### config.mk
export PLATFORM = sky130hd
export DESIGN_NAME = int_ctrl
export DESIGN_NICKNAME = d
export VERILOG_FILES = /design/src/rtl/int_ctrl.sv
export SDC_FILE = /design/constraint.sdc
export NUM_CORES = 1
export LEC_CHECK = 0
export CORE_MARGIN = 2
export CORE_UTILIZATION = 46
export CTS_BUF_LIST = sky130_fd_sc_hd__clkbuf_4 sky130_fd_sc_hd__clkbuf_8 sky130_fd_sc_hd__clkbuf_16
export DETAILED_ROUTE_END_ITERATION = 10
export PLACE_DENSITY = 0.89
export SLEW_MARGIN = 10
export SYNTH_ARGS = -nofsm -noshare
export SYNTH_HDL_FRONTEND = slang
export SYNTH_SLANG_ARGS = --single-unit
### constraint.sdc
create_clock -name clk -period 2.8 [get_ports clk]
set_clock_uncertainty 0.15 [all_clocks]
set_input_delay 0.7 -clock clk [delete_from_list [all_inputs] [get_ports clk]]
set_output_delay 0.7 -clock clk [all_outputs]
set_load 0.03 [all_outputs]
### src/rtl/int_ctrl.sv
// int_ctrl: single-level interrupt controller for NSRC timer pulse sources.
//
// Rising edges on src_pulse latch into pending (whether masked or not). A
// second edge on a source whose event is still pending sets that source's
// sticky overrun flag. When enabled pending events exist, the lowest-index
// one is presented to the CPU on irq/vector. After ack the controller stays
// in service until eoi. Nested interrupts are not supported: events that
// arrive during service only latch as pending.
//
// Ports
//   clk         single clock, rising edge
//   reset       asynchronous, active-high reset
//   src_pulse   [NSRC] timer pulse inputs, edge detected
//   we, wdata   mask register write strobe and data (1 = source enabled)
//   ack         CPU accepts the request currently on irq/vector
//   eoi         CPU ends service of the current interrupt
//   irq         registered interrupt request, high only in REQ
//   vector      [VW] index of the requested or in-service source
//   mask        [NSRC] current mask register
//   pending     [NSRC] latched, unserviced events
//   ovf         [NSRC] sticky overrun flags
//   in_service  high while in SERVICE
//
// state   | meaning
// --------+---------------------------------------------------------
// IDLE    | waiting for an enabled pending source to arbitrate
// REQ     | irq high, vector frozen, waiting for the CPU to ack
// SERVICE | CPU servicing vector, waiting for eoi

module int_ctrl #(
    parameter int NSRC = 4,
    parameter int VW   = 2
) (
    input  logic            clk,
    input  logic            reset,
    input  logic [NSRC-1:0] src_pulse,
    input  logic            we,
    input  logic [NSRC-1:0] wdata,
    input  logic            ack,
    input  logic            eoi,
    output logic            irq,
    output logic [VW-1:0]   vector,
    output logic [NSRC-1:0] mask,
    output logic [NSRC-1:0] pending,
    output logic [NSRC-1:0] ovf,
    output logic            in_service
);

    typedef enum logic [1:0] {
        IDLE    = 2'd0,
        REQ     = 2'd1,
        SERVICE = 2'd2
    } state_t;

    localparam logic [NSRC-1:0] ONE_HOT0 = {{(NSRC-1){1'b0}}, 1'b1};

    state_t          state;
    state_t          state_nxt;
    logic [NSRC-1:0] prev;
    logic [NSRC-1:0] evt;
    logic [NSRC-1:0] req_vec;
    logic [NSRC-1:0] clr;
    logic [NSRC-1:0] pending_nxt;
    logic [NSRC-1:0] ovf_nxt;
    logic [VW-1:0]   arb_idx;
    logic [VW-1:0]   vector_nxt;
    logic            arb_hit;
    logic            take_ack;

    // A level held high produces exactly one event; prev resets to 0 so a
    // source already high at reset release counts once.
    assign evt     = src_pulse & ~prev;
    assign req_vec = pending & mask;
    assign arb_hit = |req_vec;

    // Lowest set index wins: scan downward so the last hit is the lowest.
    always_comb begin
        arb_idx = '0;
        for (int i = NSRC - 1; i >= 0; i--) begin
            if (req_vec[i]) begin
                arb_idx = VW'(i);
            end
        end
    end

    always_comb begin
        state_nxt  = state;
        vector_nxt = vector;
        take_ack   = 1'b0;
        case (state)
            IDLE: begin
                if (arb_hit) begin
                    vector_nxt = arb_idx;
                    state_nxt  = REQ;
                end
            end
            REQ: begin
                // A mask change here does not withdraw the request; only ack
                // leaves REQ.
                if (ack) begin
                    take_ack  = 1'b1;
                    state_nxt = SERVICE;
                end
            end
            SERVICE: begin
                if (eoi) begin
                    state_nxt = IDLE;
                end
            end
            default: begin
                state_nxt = IDLE;
            end
        endcase
    end

    // On ack the serviced source's pending and overrun bits clear. A fresh
    // edge on that same source in the ack cycle re-sets pending (set wins),
    // while its overrun flag still clears.
    assign clr         = take_ack ? (ONE_HOT0 << vector) : '0;
    assign pending_nxt = (pending & ~clr) | evt;
    assign ovf_nxt     = (ovf | (evt & pending)) & ~clr;

    always_ff @(posedge clk or posedge reset) begin
        if (reset) begin
            state  <= IDLE;
            irq    <= 1'b0;
            vector <= '0;
        end else begin
            state  <= state_nxt;
            // irq comes straight from a flop so it cannot glitch, and it
            // tracks the REQ state exactly.
            irq    <= (state_nxt == REQ);
            vector <= vector_nxt;
        end
    end

    always_ff @(posedge clk or posedge reset) begin
        if (reset) begin
            prev    <= '0;
            pending <= '0;
            ovf     <= '0;
            mask    <= '0;
        end else begin
            prev    <= src_pulse;
            pending <= pending_nxt;
            ovf     <= ovf_nxt;
            if (we) begin
                mask <= wdata;
            end
        end
    end

    assign in_service = (state == SERVICE);

endmodule

==> flow_summary.ini, run 1 <==
[outcome]
status = completed

[global_route]
grt_overflow = 0
grtUsageTotal_pct = 18.5
antenna_found_initial = 0
grt_pass1_wl_um = 2720
grt_pass1_vias = 647
grt_max_degree = 22

[route]
drtIter0Drc = 4
wl_met1_um = 739
viasPerCell = 5.25
highest_layer = met4
drt-pass1-iter-count = 2
dr_wl_met3_um = 66
drt_wl_total_um = 1710
antenna_left = 0
remaining_drc_errors = 0
wl_per_cell_um = 13.5
dr_total_vias = 667
routed-wl-met2_um = 878

[cts]
cts_setup_buffers = 0
cts_buffer_depth = 2
cts_hold_buf = 0
post_cts_resized = 0
cts_buffers = 3
cts_tree = done
root_buffer = clkbuf_4
clock-sinks = 21
path_clk_slew_ps = 110
clock_latency_ps = 310
h-tree-depth = 1

[floorplanning]
fp.dieH_um = 46.7
core_area_um2 = 1730
die_area_um2 = 2180
chipWidth_um = 46.7
ios = 29
fp-row-count = 15
initial_utilization_pct = 48.5

[worst_setup_path]
setup.worst_path.start_class = register
critPathMaxStageDelay_ps = 660
slowest_stage = clkdlybuf4s50_1
crit_required_ps = 1950
worst-r2r-setup-slack_ps = 1460
cp_num_buf_inv = 2
critPathCaptureType = output pin
worstPathCellList = nand2b_1, inv_1, clkdlybuf4s50_1
cp_top_family = buffers and inverters
path_max_fanout = 8
criticalPathCategory = register to output pin
arrival_ps = 1660

[logic_synthesis]
synth-compound-area-share_pct = 16.9
synth_fa_ha_area_share_pct = 0
synth-seq-cells = 21
synthXorXnorAreaFrac_pct = 0
syn_inst = 71
synth-simple-area-share_pct = 13.0
synth_fp_nets = 84
synth_top_family_by_area = compound AO/OA/AOI/OAI gates
ys_types = 21
syn_area_um2 = 837
synthMuxAreaShare_pct = 5.38
yosysWarnings = 0
ys_seq_area_share_pct = 62.8
syn_avg_cell_area_um2 = 11.8

[timing]
fin_tns_setup_ps = 0
period_needed_ps = 2510
tightest_slew_ps = 755
hold_viol = 0
fin_crit_sh_pct = 89.7
maxSlewViolCount = 0
maxSlewHeadroom_pct = 49.6
rsz0062_at_grt = false
setup_viol = 0
max_freq_ghz = 0.398

[power]
p_leak_uw = 0.000494
powerDensity_nw_per_um2 = 1020
fin_total_pwr_uw = 1190
max-vdd-ir-drop_uv = 600

[final_layout]
nets = 116
area_delta_synth_final_pct = 40.2
final_area_um2 = 1170
multi_input_area_um2 = 295
regArea_um2 = 526
fillCellCount = 146
utilization_pct = 68.0
diodes = 0
layout_commonest_cell = clkdlybuf4s50_1
layout_common_cells = 28 x clkdlybuf4s50_1, 21 x dfrtp_1, 10 x a21oi_1, 5 x nor2_1
layout-drive-gt1-share_pct = 7.84

[min_path]
hold_path_class = register to register

[placed_design]
portBuffers = 28
place_area_um2 = 1140
gp_congestion = 0.732
post-dp-hpwl_um = 1300

[job]
maxCapViolCount = 0
## cell type report
type | count | share of cell area (%)
clock buffer | 4 | 2.56
inverter | 3 | 0.959
multi-input combinational | 46 | 25.2
sequential | 21 | 44.8
tap | 25 | 2.67
timing repair buffer | 28 | 23.9
## cells by family (layout without fill, tap and decap cells)
| logic type | count (synthesis) | in the layout |
|---|---|---|
| compound gates | 22 | 22 |
| simple gates | 20 | 20 |
| buf+inv | 4 | 35 |
| mux | 4 | 4 |
| flops | 21 | 21 |
## tightest hold or removal path: stages, from the launching register on
cell	delay [ps]
dfrtp_1	360
a21oi_1	40
nor2_1	70
## synth_stat cells (all sizes together)
cell    instances  share of area, %
nand2b          1              0.75
nand3           1              0.60
inv             3               1.3
a21o            2               1.8
a211oi          2               1.8
nor2b           4               3.0
mux2            4               5.4
nor3            2               1.2
nand3b          1              0.90
nor2            5               2.2
nand2           4               1.8
a32o            1               1.2
o21ai           1              0.60
and3b           1               1.0
a31oi           2               1.5
buf             1              0.60
a21oi          10               6.0
o21bai          1              0.90
dfrtp          21                63
and4bb          1               1.5
a22o            3               3.1
## metal layers
metal	up-vias	GRT usage (%)
met5	-	0
met4	0	8.89
met3	3	5.88
met2	16	32.2
met1	326	20.2
li1	322	-
## state kept, by name, indices dropped and copies added, names as in the netlist
register and count:
ovf 4, pending 4, mask 4, state 2, prev 4, vector 2
irq 1
## per-stage QoR
stage | hold WS (ps) | std cells | setup WS, ps
after detailed placement | 338 | 123 | 633
after global routing | 421 | 127 | 212
after CTS | 366 | 127 | 280
final | 361 | 127 | 289
after floorplan | 337 | 71 | 1180
after global placement | 332 | 123 | 666
## power by group
group | leakage, uW | switching (uW) | internal, uW
clock network | 0.0000184 | 88.4 | 65.5
logic | 0.000245 | 286 | 238
registers | 0.000231 | 118 | 395
total | 0.000494 | 493 | 699
## worst paths after layout
kind / from / to / cells past startpoint
setup / recovery: state[0] / in_service / 3
hold / removal: ovf[0] / ovf[0] / 2
setup reg to reg: state[1] / pending[0] / 3
hold reg to reg: ovf[0] / ovf[0] / 2
max in group asynchronous: reset / mask[0] / 2
min in group asynchronous: reset / vector[0] / 2
Note: power is estimated with default switching activity, not from simulation.
==> run 2: changes to the inputs <==
==> config.mk (replaced) <==
export PLATFORM = sky130hd
export DESIGN_NAME = int_ctrl
export DESIGN_NICKNAME = d
export VERILOG_FILES = /design/src/rtl/int_ctrl.sv
export SDC_FILE = /design/constraint.sdc
export NUM_CORES = 1
export LEC_CHECK = 0
export CORE_MARGIN = 4
export CORE_UTILIZATION = 43
export DETAILED_ROUTE_END_ITERATION = 10
export PLACE_DENSITY = 0.85
export SLEW_MARGIN = 10
export SYNTH_ARGS = -nofsm -noshare
export SYNTH_HDL_FRONTEND = slang
export SYNTH_SLANG_ARGS = --single-unit
==> constraint.sdc (replaced) <==
create_clock -name clk -period 2.6 [get_ports clk]
set_clock_uncertainty 0.15 [all_clocks]
set_input_delay 0.65 -clock clk [delete_from_list [all_inputs] [get_ports clk]]
set_output_delay 0.65 -clock clk [all_outputs]
set_load 0.03 [all_outputs]
==> run 2 against run 1 <==
Effect of this change:
- clock-buffer cell count unchanged
- non-clock buffer count grew 1
- final cell count rose by 0.79%
- setup slack got worse by 130 ps
- combinational power is 7.1% higher
- die area rose by 25%
- clock power is 3% lower
- flip-flop and latch count is the same
==> flow_summary.ini, run 2 (synthesis gave the netlist of run 1 again) <==
[outcome]
status = completed

[worst_setup_path]
setup.worst_path.start_class = register
worstPathCellList = nand2b_1, inv_1, clkdlybuf4s50_1
cp_num_buf_inv = 2
cp_top_family = buffers and inverters
slowest_stage = clkdlybuf4s50_1
r2r_start = pending[1]
worst-r2r-setup-slack_ps = 1240
crit_cells = 3
critPathCaptureType = output pin
path_max_fanout = 8
worstReg2RegEnd = state[0]
critPathMaxStageDelay_ps = 660
r2r_cells = 3
crit_required_ps = 1800
arrival_ps = 1640
criticalPathCategory = register to output pin

[timing]
maxSlewViolCount = 0
maxSlewHeadroom_pct = 79.0
fin_tns_setup_ps = 0
rsz0062_at_grt = false
setup_slack_ps = 163
setup_viol = 0
fin_crit_sh_pct = 93.7
max_freq_ghz = 0.410
period_needed_ps = 2440
tightest_slew_ps = 314
hold_viol = 0
holdWs_ps = 374

[route]
dr_total_vias = 639
drt_wl_total_um = 1730
antenna_left = 0
drtIter0Drc = 6
viasPerCell = 4.99
drt-pass1-iter-count = 4
wl_per_cell_um = 13.5
remaining_drc_errors = 0

[power]
powerDensity_nw_per_um2 = 1070
max-vdd-ir-drop_uv = 688
p_leak_uw = 0.000496

[floorplanning]
initial_utilization_pct = 46.9
chipWidth_um = 52.1
ios = 29
fp-row-count = 15
die_area_um2 = 2720
core_area_um2 = 1780
fp.dieH_um = 52.1

[placed_design]
portBuffers = 28
post-dp-hpwl_um = 1320
place_ws_ps = 486
gp_congestion = 0.807

[cts]
clock_latency_ps = 290
cts_buffers = 3
root_buffer = clkbuf_4
cts_buffer_depth = 2
path_clk_slew_ps = 110
cts_hold_buf = 0
clock-sinks = 21
h-tree-depth = 1
cts_tree = done
cts_setup_buffers = 0
post_cts_resized = 0

[final_layout]
multi_input_area_um2 = 295
diodes = 0
layout-drive-gt1-share_pct = 7.77
regArea_um2 = 526
nets = 117
utilization_pct = 66.0
layout_commonest_cell = clkdlybuf4s50_1
fillCellCount = 145
layout_common_cells = 28 x clkdlybuf4s50_1, 21 x dfrtp_1, 10 x a21oi_1, 5 x nor2_1
area_delta_synth_final_pct = 40.7

[global_route]
grt_overflow = 0
grt_max_degree = 22
antenna_found_initial = 0
grt_pass1_vias = 587
grtUsageTotal_pct = 14.1
grt_pass1_wl_um = 2790

[job]
maxCapViolCount = 0

[min_path]
min-delay-start = ovf[0]
holdPathEnd = ovf[0]
hold_path_class = register to register
hold-path-cell-count = 2
==> run 2: how the worst max path moves through the flow <==
| stage | startpoint | end | slack [ps] |
|---|---|---|---|
| 2_1_floorplan | state[0] | in_service | 1030 |
| 3_3_place_gp | state[0] | in_service | 510 |
| 3_5_place_dp | state[0] | in_service | 490 |
| 4_1_cts | state[0] | in_service | 150 |
| 5_1_grt | state[0] | in_service | 60 |
| 6_report | state[0] | in_service | 160 |
==> run 2: through the flow <==
step | total power, uW | cells | cell area [um^2]
final | 1260 | 128 | 1180
after global routing | 1350 | 128 | 1180
after CTS | 1280 | 128 | 1180
after detailed placement | 1120 | 124 | 1150
after global placement | 1110 | 124 | 1150
after floorplan | 877 | 71 | 837
==> run 2: layout make-up <==
cell class | instances | share of cell area [%]
Clock buffer | 4 | 2.23
Inverter | 3 | 0.956
Tap cell | 25 | 2.66
Sequential cell | 21 | 44.6
Timing Repair Buffer | 29 | 24.4
Multi-Input combinational cell | 46 | 25.1
==> run 2: worst min-delay path, cell delays in order (launching register included) <==
cell and delay [ps]:
dfrtp_1 370, a21oi_1 40, nor2_1 70
==> run 2: where the power goes <==
| group | total, uW | internal [uW] | switching, uW | leakage, uW |
|---|---|---|---|---|
| clock network | 150 | 59.6 | 90.7 | 0.0000150 |
| logic | 561 | 257 | 304 | 0.000250 |
| registers | 550 | 425 | 125 | 0.000231 |
| total | 1260 | 742 | 519 | 0.000496 |
==> run 2: per-layer routing <==
| layer | up-vias | track usage [%] | routed length [um] |
|---|---|---|---|
| met4 | 0 | 7.86 | 31 |
| li1 | 317 | - | - |
| met5 | - | 0 | 0 |
| met2 | 20 | 20.9 | 809 |
| met3 | 2 | 3.44 | 104 |
| met1 | 300 | 18.8 | 789 |
